File: src/rtl/mem_stage.sv
// MEM stage: data-memory access over a variable-latency req/ack bus, pipeline
// stall while an access is outstanding, timeout abort, and the MEM/WB register.
module mem_stage #(
    parameter int TIMEOUT = 16,
    parameter int CNT_W   = 5
) (
    input  logic        CLK,
    input  logic        RST,
    input  logic        MemRead,
    input  logic        MemWrite,
    input  logic        RegWrite,
    input  logic        MemtoReg,
    input  logic [31:0] alu,
    input  logic [31:0] readdata2,
    input  logic [4:0]  mux,
    output logic        dmem_req,
    output logic        dmem_we,
    output logic [31:0] dmem_addr,
    output logic [31:0] dmem_wdata,
    input  logic        dmem_ack,
    input  logic [31:0] dmem_rdata,
    output logic        stall,
    output logic [4:0]  MEMRegRd,
    output logic        MEM_RegWrite,
    output logic [31:0] regExMem,
    output logic        RegWrite_out,
    output logic        MemtoReg_out,
    output logic [31:0] readdata_out,
    output logic [31:0] alu_out,
    output logic [4:0]  mux_out,
    output logic        align_error,
    output logic        bus_error
);

    typedef enum logic {S_IDLE = 1'b0, S_WAIT = 1'b1} state_t;

    localparam logic [CNT_W-1:0] TIMEOUT_C = CNT_W'(TIMEOUT);

    state_t           state_q, state_d;
    logic [CNT_W-1:0] cnt_q, cnt_d;

    logic             rw_q, rw_d;
    logic             m2r_q, m2r_d;
    logic [31:0]      rdata_q, rdata_d;
    logic [31:0]      alu_q, alu_d;
    logic [4:0]       dst_q, dst_d;
    logic             align_q, align_d;
    logic             bus_q, bus_d;

    logic             memacc;
    logic             memop;
    logic             misalign;
    logic             timeout_hit;
    logic             complete;
    logic             load_instr;
    logic             is_load;

    assign memacc      = MemRead | MemWrite;
    assign memop       = memacc & (alu[1:0] == 2'b00);
    assign misalign    = memacc & (alu[1:0] != 2'b00);
    assign is_load     = MemRead & ~MemWrite;
    assign timeout_hit = (state_q == S_WAIT) && (cnt_q == TIMEOUT_C);

    // Request is gated by reset so an abandoned access drops off the bus at once.
    assign dmem_req   = RST & ((state_q == S_WAIT) | memop);
    assign dmem_we    = MemWrite;
    assign dmem_addr  = alu;
    assign dmem_wdata = readdata2;
    assign complete   = dmem_req & dmem_ack;
    assign stall      = dmem_req & ~dmem_ack & ~timeout_hit;

    assign MEMRegRd     = mux;
    assign MEM_RegWrite = RegWrite;
    assign regExMem     = alu;

    assign RegWrite_out = rw_q;
    assign MemtoReg_out = m2r_q;
    assign readdata_out = rdata_q;
    assign alu_out      = alu_q;
    assign mux_out      = dst_q;
    assign align_error  = align_q;
    assign bus_error    = bus_q;

    always_comb begin
        state_d    = state_q;
        cnt_d      = cnt_q;
        align_d    = 1'b0;
        bus_d      = bus_q;
        load_instr = 1'b0;

        case (state_q)
            S_IDLE: begin
                if (memop) begin
                    if (dmem_ack) begin
                        load_instr = 1'b1;
                    end else begin
                        state_d = S_WAIT;
                        cnt_d   = CNT_W'(1);
                    end
                end else if (misalign) begin
                    align_d = 1'b1;
                end else begin
                    load_instr = 1'b1;
                end
            end
            S_WAIT: begin
                if (dmem_ack) begin
                    load_instr = 1'b1;
                    state_d    = S_IDLE;
                    cnt_d      = '0;
                end else if (timeout_hit) begin
                    bus_d   = 1'b1;
                    state_d = S_IDLE;
                    cnt_d   = '0;
                end else begin
                    cnt_d = cnt_q + CNT_W'(1);
                end
            end
            default: begin
                state_d = S_IDLE;
                cnt_d   = '0;
            end
        endcase
    end

    // MEM/WB next state: either the instruction or a bubble; data fields hold on bubbles.
    always_comb begin
        rw_d    = 1'b0;
        m2r_d   = 1'b0;
        dst_d   = 5'd0;
        alu_d   = alu_q;
        rdata_d = rdata_q;
        if (load_instr) begin
            rw_d  = RegWrite;
            m2r_d = MemtoReg;
            dst_d = mux;
            alu_d = alu;
            if (complete && is_load) begin
                rdata_d = dmem_rdata;
            end
        end
    end

    always_ff @(posedge CLK or negedge RST) begin
        if (!RST) begin
            state_q <= S_IDLE;
            cnt_q   <= '0;
            rw_q    <= 1'b0;
            m2r_q   <= 1'b0;
            rdata_q <= '0;
            alu_q   <= '0;
            dst_q   <= '0;
            align_q <= 1'b0;
            bus_q   <= 1'b0;
        end else begin
            state_q <= state_d;
            cnt_q   <= cnt_d;
            rw_q    <= rw_d;
            m2r_q   <= m2r_d;
            rdata_q <= rdata_d;
            alu_q   <= alu_d;
            dst_q   <= dst_d;
            align_q <= align_d;
            bus_q   <= bus_d;
        end
    end

endmodule

File: config.mk
export PLATFORM = sky130hd
export DESIGN_NAME = mem_stage
export DESIGN_NICKNAME = d
export VERILOG_FILES = /design/src/rtl/mem_stage.sv
export SDC_FILE = /design/constraint.sdc
export NUM_CORES = 1
export LEC_CHECK = 0
export CORE_ASPECT_RATIO = 0.75
export CORE_MARGIN = 2
export CORE_UTILIZATION = 35
export CTS_CLUSTER_SIZE = 40
export DETAILED_ROUTE_END_ITERATION = 8
export GPL_TIMING_DRIVEN = 0
export PLACE_DENSITY = 0.86
export REMOVE_ABC_BUFFERS = 1
export SLEW_MARGIN = 20
export SYNTH_ARGS = -nofsm -noshare
export SYNTH_HDL_FRONTEND = slang
export SYNTH_SLANG_ARGS = --single-unit
File: constraint.sdc
create_clock -name CLK -period 1.75 [get_ports CLK]
set_input_delay 0.2625 -clock CLK [delete_from_list [all_inputs] [get_ports CLK]]
set_output_delay 0.2625 -clock CLK [all_outputs]
set_load 0.01 [all_outputs]
==> results of run 1 <==
## critical path: cells and delay by family (launching register included)
| family | cells | cell delay, ns |
|---|---|---|
| compound gates | 1 | 0.31 |
| fa+ha+maj | 1 | 0.17 |
| buf+inv | 2 | 0.24 |
| flops | 1 | 0.38 |
| simple gates | 1 | 0.26 |
## layer usage
layer,vias to the layer above,global-route usage (%),share of wire (%),routed length (um)
met4,2,4.853,1.1,120
met3,11,9.306,11,1205
met5,-,3.782,0.46,49
met2,166,26.25,46,4893
li1,1170,-,-,-
met1,1295,19.83,41,4288
## state kept, by name (all words and copies together) (netlist names)
| register | flops |
|---|---|
| align_error | 1 |
| state_q | 1 |
| mux_out | 5 |
| cnt_q | 5 |
| bus_error | 1 |
| readdata_out | 32 |
| alu_out | 32 |
| RegWrite_out | 1 |
| MemtoReg_out | 1 |
## kinds of logic (layout without fill, tap and decap cells)
| group | count (synthesis) | in the layout |
|---|---|---|
| buffers and inverters | 116 | 260 |
| and+or+nand+nor | 22 | 22 |
| adders and majority gates | 2 | 2 |
| xor gates and xnor gates | 1 | 1 |
| DFF | 79 | 79 |
| muxes | 64 | 64 |
| AOI/OAI and AO/OA | 14 | 14 |
## worst paths after layout
path	from	endpoint	cells past startpoint
min	bus_error$_DFFE_PN0P_	bus_error$_DFFE_PN0P_	1
max	cnt_q[0]$_DFFE_PN0P_	stall	5
max reg2reg	state_q$_DFF_PN0_	readdata_out[27]$_DFFE_PN0P_	4
min in group asynchronous	RST	alu_out[0]$_DFFE_PN0N_	3
min reg2reg	bus_error$_DFFE_PN0P_	bus_error$_DFFE_PN0P_	1
max in group asynchronous	RST	alu_out[21]$_DFFE_PN0N_	3
## per-stage QoR
| step | setup TNS, ns | instance area [um2] | util, % |
|---|---|---|---|
| final | -0.1934 | 6105 | 55.37 |
| after global routing | -0.2754 | 6105 | 55.37 |
| after CTS | -0.1545 | 6075 | 55.10 |
| after detailed placement | -34.03 | 5623 | 51.00 |
| after global placement | -349.65 | 5532 | 50.18 |
| after floorplan | -24.43 | 3144 | - |
## Yosys cell counts, drive strengths merged
cell	number	area, um2
a2111oi	1	8.760
a211oi	1	7.510
a21o	1	7.510
a21oi	2	10.01
a221o	2	20.02
a22o	2	17.52
a2bb2oi	1	15.01
a31oi	1	6.260
and2	2	12.51
and4bb	1	12.51
buf	111	855.8
dfrtp	79	1977
ha	2	25.02
inv	5	18.77
mux2	64	844.6
nand2b	1	6.260
nand3	2	10.01
nor2	3	11.26
nor2b	10	62.56
nor3	1	5.000
nor4b	1	8.760
o2111ai	1	26.28
o21bai	1	7.510
o31a	1	8.760
or2	1	6.260
xnor2	1	8.760
## cell type report
cell class	instances	area, um2	share of cell area (%)
multi-input combinational	103	1195	19.57
timing repair buffer	239	2424	39.70
clock inverter	6	85.08	1.394
sequential	79	1978	32.40
clock buffer	10	229.0	3.751
tap	140	175.2	2.869
inverter	5	18.77	0.3074
## power by group
group / leakage, nW / switching [W] / internal [W]
Combinational: 1.57 / 0.000685 / 0.00131
Sequential: 0.969 / 0.000201 / 0.00218
Clock: 0.148 / 0.000728 / 0.00124
Total: 2.68 / 0.00162 / 0.00474
## what timing repair did
| action | in CTS | in global routing |
|---|---|---|
| pin swaps | 5 | 1 |
| endpoints found under the setup margin | 67 | 8 |
| gates resized for setup | 20 | 1 |
| hold buffers | 2 | 0 |
| buffers inserted | 11 | 2 |
| gates cloned | 0 | 0 |
| hold endpoints to repair | 31 | 0 |
==> flow_summary.yaml, run 1 <==
placed_design:
  place_ws_ns: -0.7085
  numPlacedInstances: 551
  placement.io_buffers: 221
  gp_routability_congestion: 0.7333
  place.detailed.hpwl_mm: 7.891
sta:
  setup_violations: 1
  final.setup_skew_ns: 0.006325
  worst_slew_pin_slew_ns: 0.4606
  timing_max_transition_violations_final: 0
  period_share_pct: 111.1
  worst_hold_slack_ns: 0.4532
  max-slew-margin-rel_pct: 69.15
  maximum_achievable_frequency_ghz: 0.5146
  grt_setup_unrepaired: "yes"
  layout_min_cycle_time_ns: 1.943
  hold_viol: 0
  fin_ws_ns: -0.1934
worst_setup_path:
  rrSetupSlack_ns: 0.07
  cp_data_arrival_time_ns: 1.68
  cp_cell_instances: "inv_2 > ha_2 > and4bb_2 > a2111oi_4 > buf_2"
  slowest_stage: "sky130_fd_sc_hd__dfrtp_1"
  critPathLaunchType: "flop"
  critical_path_class: "reg2out"
  path_max_fanout: 2
  critical_path_required_ns: 1.49
  worstSetupEndpointType: "primary output"
  max_stage_delay_ns: 0.38
floorplanning:
  initial_core_util_pct: 36.28
  die-height_um: 96.59
  pin_count: 286
  dieWidth_um: 127.4
  die-area_mm2: 0.01231
  core_area_mm2: 0.01102
  num_rows: 33
clock_network:
  cts_made_buffers: 9
  cts-root-to-sink-buffers: 2
  clkTransAtPathRegs_ns: 0.06
  cts-root-buf: "sky130_fd_sc_hd__clkbuf_16"
  htree_levels: 3
  clock_latency_ns: 0.33
  clkSinkCount: 79
  tritoncts: "yes"
cells_and_area:
  layout.cells.most_common_list: "sky130_fd_sc_hd__clkdlybuf4s50_1, sky130_fd_sc_hd__dfrtp_1, sky130_fd_sc_hd__mux2_4"
  areaGrowthSynthToFinish_pct: 52.61
  layout.nets: 547
  layout.cells.most_common: "sky130_fd_sc_hd__clkdlybuf4s50_1"
  num-fill-cells: 873
  post_layout_nonfiller_instances: 582
  post_route_cells_drive_above_1_share_pct: 24.43
  antenna-diode-count: 0
routing:
  via_per_inst: 4.543
  num_vias: 2644
  routed_wl_mm: 10.56
  ant_nets: 0
  detail_route.first_pass.iterations: 4
  wire_per_inst_um: 18.14
  drcViolationCount: 0
  detailedRoute.firstIterationViolations: 96
global_routing:
  grt_pass1_wl_mm: 15.48
  number_of_global_route_vias_before_repair: 2923
  initial_antenna_violation_count: 0
  grt_max_degree: 49
  globalRouteTotalUtil_pct: 16.82
  overflow: 0
logic_synthesis:
  count_of_cell_types_in_the_netlist: 28
  flop_and_latch_count_out_of_synthesis: 79
  synth_compound_area_share_pct: 3.378
  post_synth_fa_ha_maj_area_fraction_pct: 0.6256
  sequential_fraction_of_the_synthesis_area_pct: 49.42
  synthesis.area_per_instance_um2: 13.42
  netlist_area_mm2: 0.004000
  synth_top_family_by_area: "buffers and inverters"
  synthSimpleGateAreaFrac_pct: 3.378
  yosysWarningCount: 0
  synth.area.mux_share_pct: 21.11
  synth_cells: 298
  share_of_the_synthesized_netlist_area_taken_by_xor_and_xnor_gates_pct: 0.2190
worst_hold_path:
  hold_path.class: "reg2reg"
power:
  worst_ir_drop_vdd_v: 0.0005890
  power_w: 0.006354
  cellLeakagePower_nw: 2.684
  power-per-cell-area_mw_per_mm2: 1041
outcome:
  failed_checks: "negative setup slack"
  run_status: "complete, but fails checks"
job:
  max_cap_violations: 0
Note: power is estimated with default switching activity, not from simulation.
==> run 2: changes to the inputs <==
Settings changed: CTS_CLUSTER_DIAMETER set to 40.
==> results of run 2 <==
The final DEF is identical to that of run 1; final timing and power are the same.
==> run 3: changes to the inputs <==
Settings changed: CORE_UTILIZATION 35 to 36, CTS_BUF_LIST set to sky130_fd_sc_hd__clkbuf_8, PLACE_DENSITY 0.86 to 0.88.
==> flow_summary.yaml, run 3 (synthesized netlist as in run 1, its figures left out) <==
global_routing:
  grt_max_degree: 44
  grt_pass1_wl_mm: 14.92
  number_of_global_route_vias_before_repair: 2765
  globalRouteTotalUtil_pct: 16.58
  initial_antenna_violation_count: 0
  overflow: 0
placed_design:
  place.detailed.hpwl_mm: 7.735
  placement.io_buffers: 221
  place_ws_ns: -0.6620
  gp_routability_congestion: 0.7816
  numPlacedInstances: 552
worst_setup_path:
  cp_cell_instances: "inv_2 > ha_2 > and4bb_2 > a2111oi_4 > buf_2"
  worstSetupEndpointType: "primary output"
  max_stage_delay_ns: 0.38
  cp_data_arrival_time_ns: 1.65
  critical_path_required_ns: 1.49
  setup.worst_path.end: "stall"
  timing.critical_path.buf_inv: 2
  rrSetupSlack_ns: -0.16
  critPathLaunchType: "flop"
  worstRegToRegCells: 14
  slowest_stage: "sky130_fd_sc_hd__dfrtp_1"
  path_max_fanout: 2
  rr_endpoint: "cnt_q[0]$_DFFE_PN0P_"
  timing.critical_path.depth: 5
  worstSetupStartpoint: "cnt_q[0]$_DFFE_PN0P_"
  critical_path_class: "reg2out"
  r2r_start: "cnt_q[0]$_DFFE_PN0P_"
  path_delay_family: "flip-flops"
floorplanning:
  dieWidth_um: 125.7
  die-area_mm2: 0.01198
  die-height_um: 95.29
  initial_core_util_pct: 36.84
  core_area_mm2: 0.01086
  pin_count: 286
  num_rows: 33
clock_network:
  tritoncts: "yes"
  htree_levels: 3
  cts-root-buf: "sky130_fd_sc_hd__clkbuf_8"
  clock_latency_ns: 0.34
  cts-root-to-sink-buffers: 2
  clkSinkCount: 79
  cts_made_buffers: 9
  clkTransAtPathRegs_ns: 0.08
sta:
  worst_slew_pin_slew_ns: 0.5386
  tns_ns: -0.3182
  final.setup_skew_ns: 0.007746
  fin_ws_ns: -0.1628
  worst_hold_slack_ns: 0.4701
  hold_viol: 0
  period_share_pct: 109.3
  max-slew-margin-rel_pct: 63.93
  grt_setup_unrepaired: "yes"
  maximum_achievable_frequency_ghz: 0.5228
  layout_min_cycle_time_ns: 1.913
  timing_max_transition_violations_final: 0
  setup_violations: 2
cells_and_area:
  layout.nets: 560
  areaGrowthSynthToFinish_pct: 55.08
  layout.cells.most_common: "sky130_fd_sc_hd__clkdlybuf4s50_1"
  post_route_cells_drive_above_1_share_pct: 26.71
  finalCoreUtilization_pct: 57.13
  antenna-diode-count: 0
  register_area_mm2: 0.001978
  num-fill-cells: 863
  total_area_of_multi_input_combinational_cells_mm2: 0.001214
  layout.cells.most_common_list: "sky130_fd_sc_hd__clkdlybuf4s50_1, sky130_fd_sc_hd__dfrtp_1, sky130_fd_sc_hd__mux2_4"
  post_layout_nonfiller_instances: 593
power:
  power.switching_w: 0.001541
  combinationalPowerShare_pct: 35.0
  worst_ir_drop_vdd_v: 0.0005935
  p_sw_share_pct: 25.21
  seqPwrFrac_pct: 39.1
  p_int_w: 0.004571
  power-per-cell-area_mw_per_mm2: 985.2
  clkPwrFrac_pct: 25.9
  cellLeakagePower_nw: 2.744
routing:
  num_vias: 2663
  via_per_inst: 4.491
  detail_route.first_pass.iterations: 4
  wire_per_inst_um: 18.02
  routed_wl_mm: 10.68
  detailedRoute.firstIterationViolations: 115
  ant_nets: 0
  drcViolationCount: 0
outcome:
  run_status: "complete, but fails checks"
  failed_checks: "negative setup slack"
worst_hold_path:
  worst_hold_path.num_cells: 2
  hold_path.class: "in2reg"
job:
  max_cap_violations: 0
==> run 3: cell count changes in the layout (fill, tap and decap cells not counted), sizes merged <==
cell          change
dlygate4sd3       +1
clkbuf            +2
dlygate4sd2       +1
bufinv            +1
clkinv            -1
dlymetal6s2s      -1
buf              +10
clkinvlp          -2
==> run 3: how the worst min path moves through the flow <==
stage | to | slack [ns] | start
3_3_place_gp | bus_error$_DFFE_PN0P_ | 0.44 | bus_error$_DFFE_PN0P_
5_1_grt | state_q$_DFF_PN0_ | 0.47 | dmem_ack
4_1_cts | state_q$_DFF_PN0_ | 0.42 | dmem_ack
3_5_place_dp | cnt_q[4]$_DFFE_PN0P_ | 0.25 | RST
6_report | state_q$_DFF_PN0_ | 0.47 | dmem_ack
2_1_floorplan | MemtoReg_out$_DFF_PN0_ | -0.03 | RST
==> run 3: repair_timing <==
item | in CTS | in global routing
hold buffers | 5 | 0
gates cloned | 0 | 2
endpoints found under the hold margin | 36 | 0
pin swaps | 4 | 1
setup endpoints to repair | 50 | 10
buffers inserted | 17 | 3
gates resized for setup | 30 | 7
==> run 3: area by class of cell <==
| type | count | share of cell area [%] |
|---|---|---|
| Clock inverter | 4 | 1.533 |
| Sequential cell | 79 | 31.89 |
| Timing Repair Buffer | 252 | 41.67 |
| Inverter | 5 | 0.3025 |
| Clock buffer | 10 | 2.219 |
| Multi-Input combinational cell | 103 | 19.56 |
| Tap cell | 140 | 2.824 |
==> run 3: power by group through the flow <==
stage          registers (W)  logic (W)  clock network (W)
6_report             0.00239    0.00214            0.00158
5_1_grt              0.00244    0.00225            0.00171
4_1_cts              0.00239    0.00211            0.00164
3_5_place_dp         0.00242    0.00194                  0
3_3_place_gp         0.00240    0.00188                  0
2_1_floorplan        0.00256   0.000506                  0
==> run 3: through the flow <==
stage / power (W) / area [um2]
3_5_place_dp: 0.004352 / 5643
4_1_cts: 0.006137 / 6128
3_3_place_gp: 0.004279 / 5532
6_report: 0.006112 / 6203
2_1_floorplan: 0.003061 / 3144
5_1_grt: 0.006395 / 6203
==> run 3: worst reg2reg max path: cells and delay by family (launching register included) <==
family	cells	cell delay, ns
buf+inv	13	1.35
flops	1	0.38
compound gates	1	0.11
==> run 3: routing by layer <==
metal	wire length (um)	part of all wire, %	track usage [%]	vias to the layer above
met2	4714	44	24.28	179
met3	1266	12	10.04	14
met1	4568	43	20.47	1274
met4	133	1.2	5.000	0
met5	0	0	0.4202	-
li1	-	-	-	1196
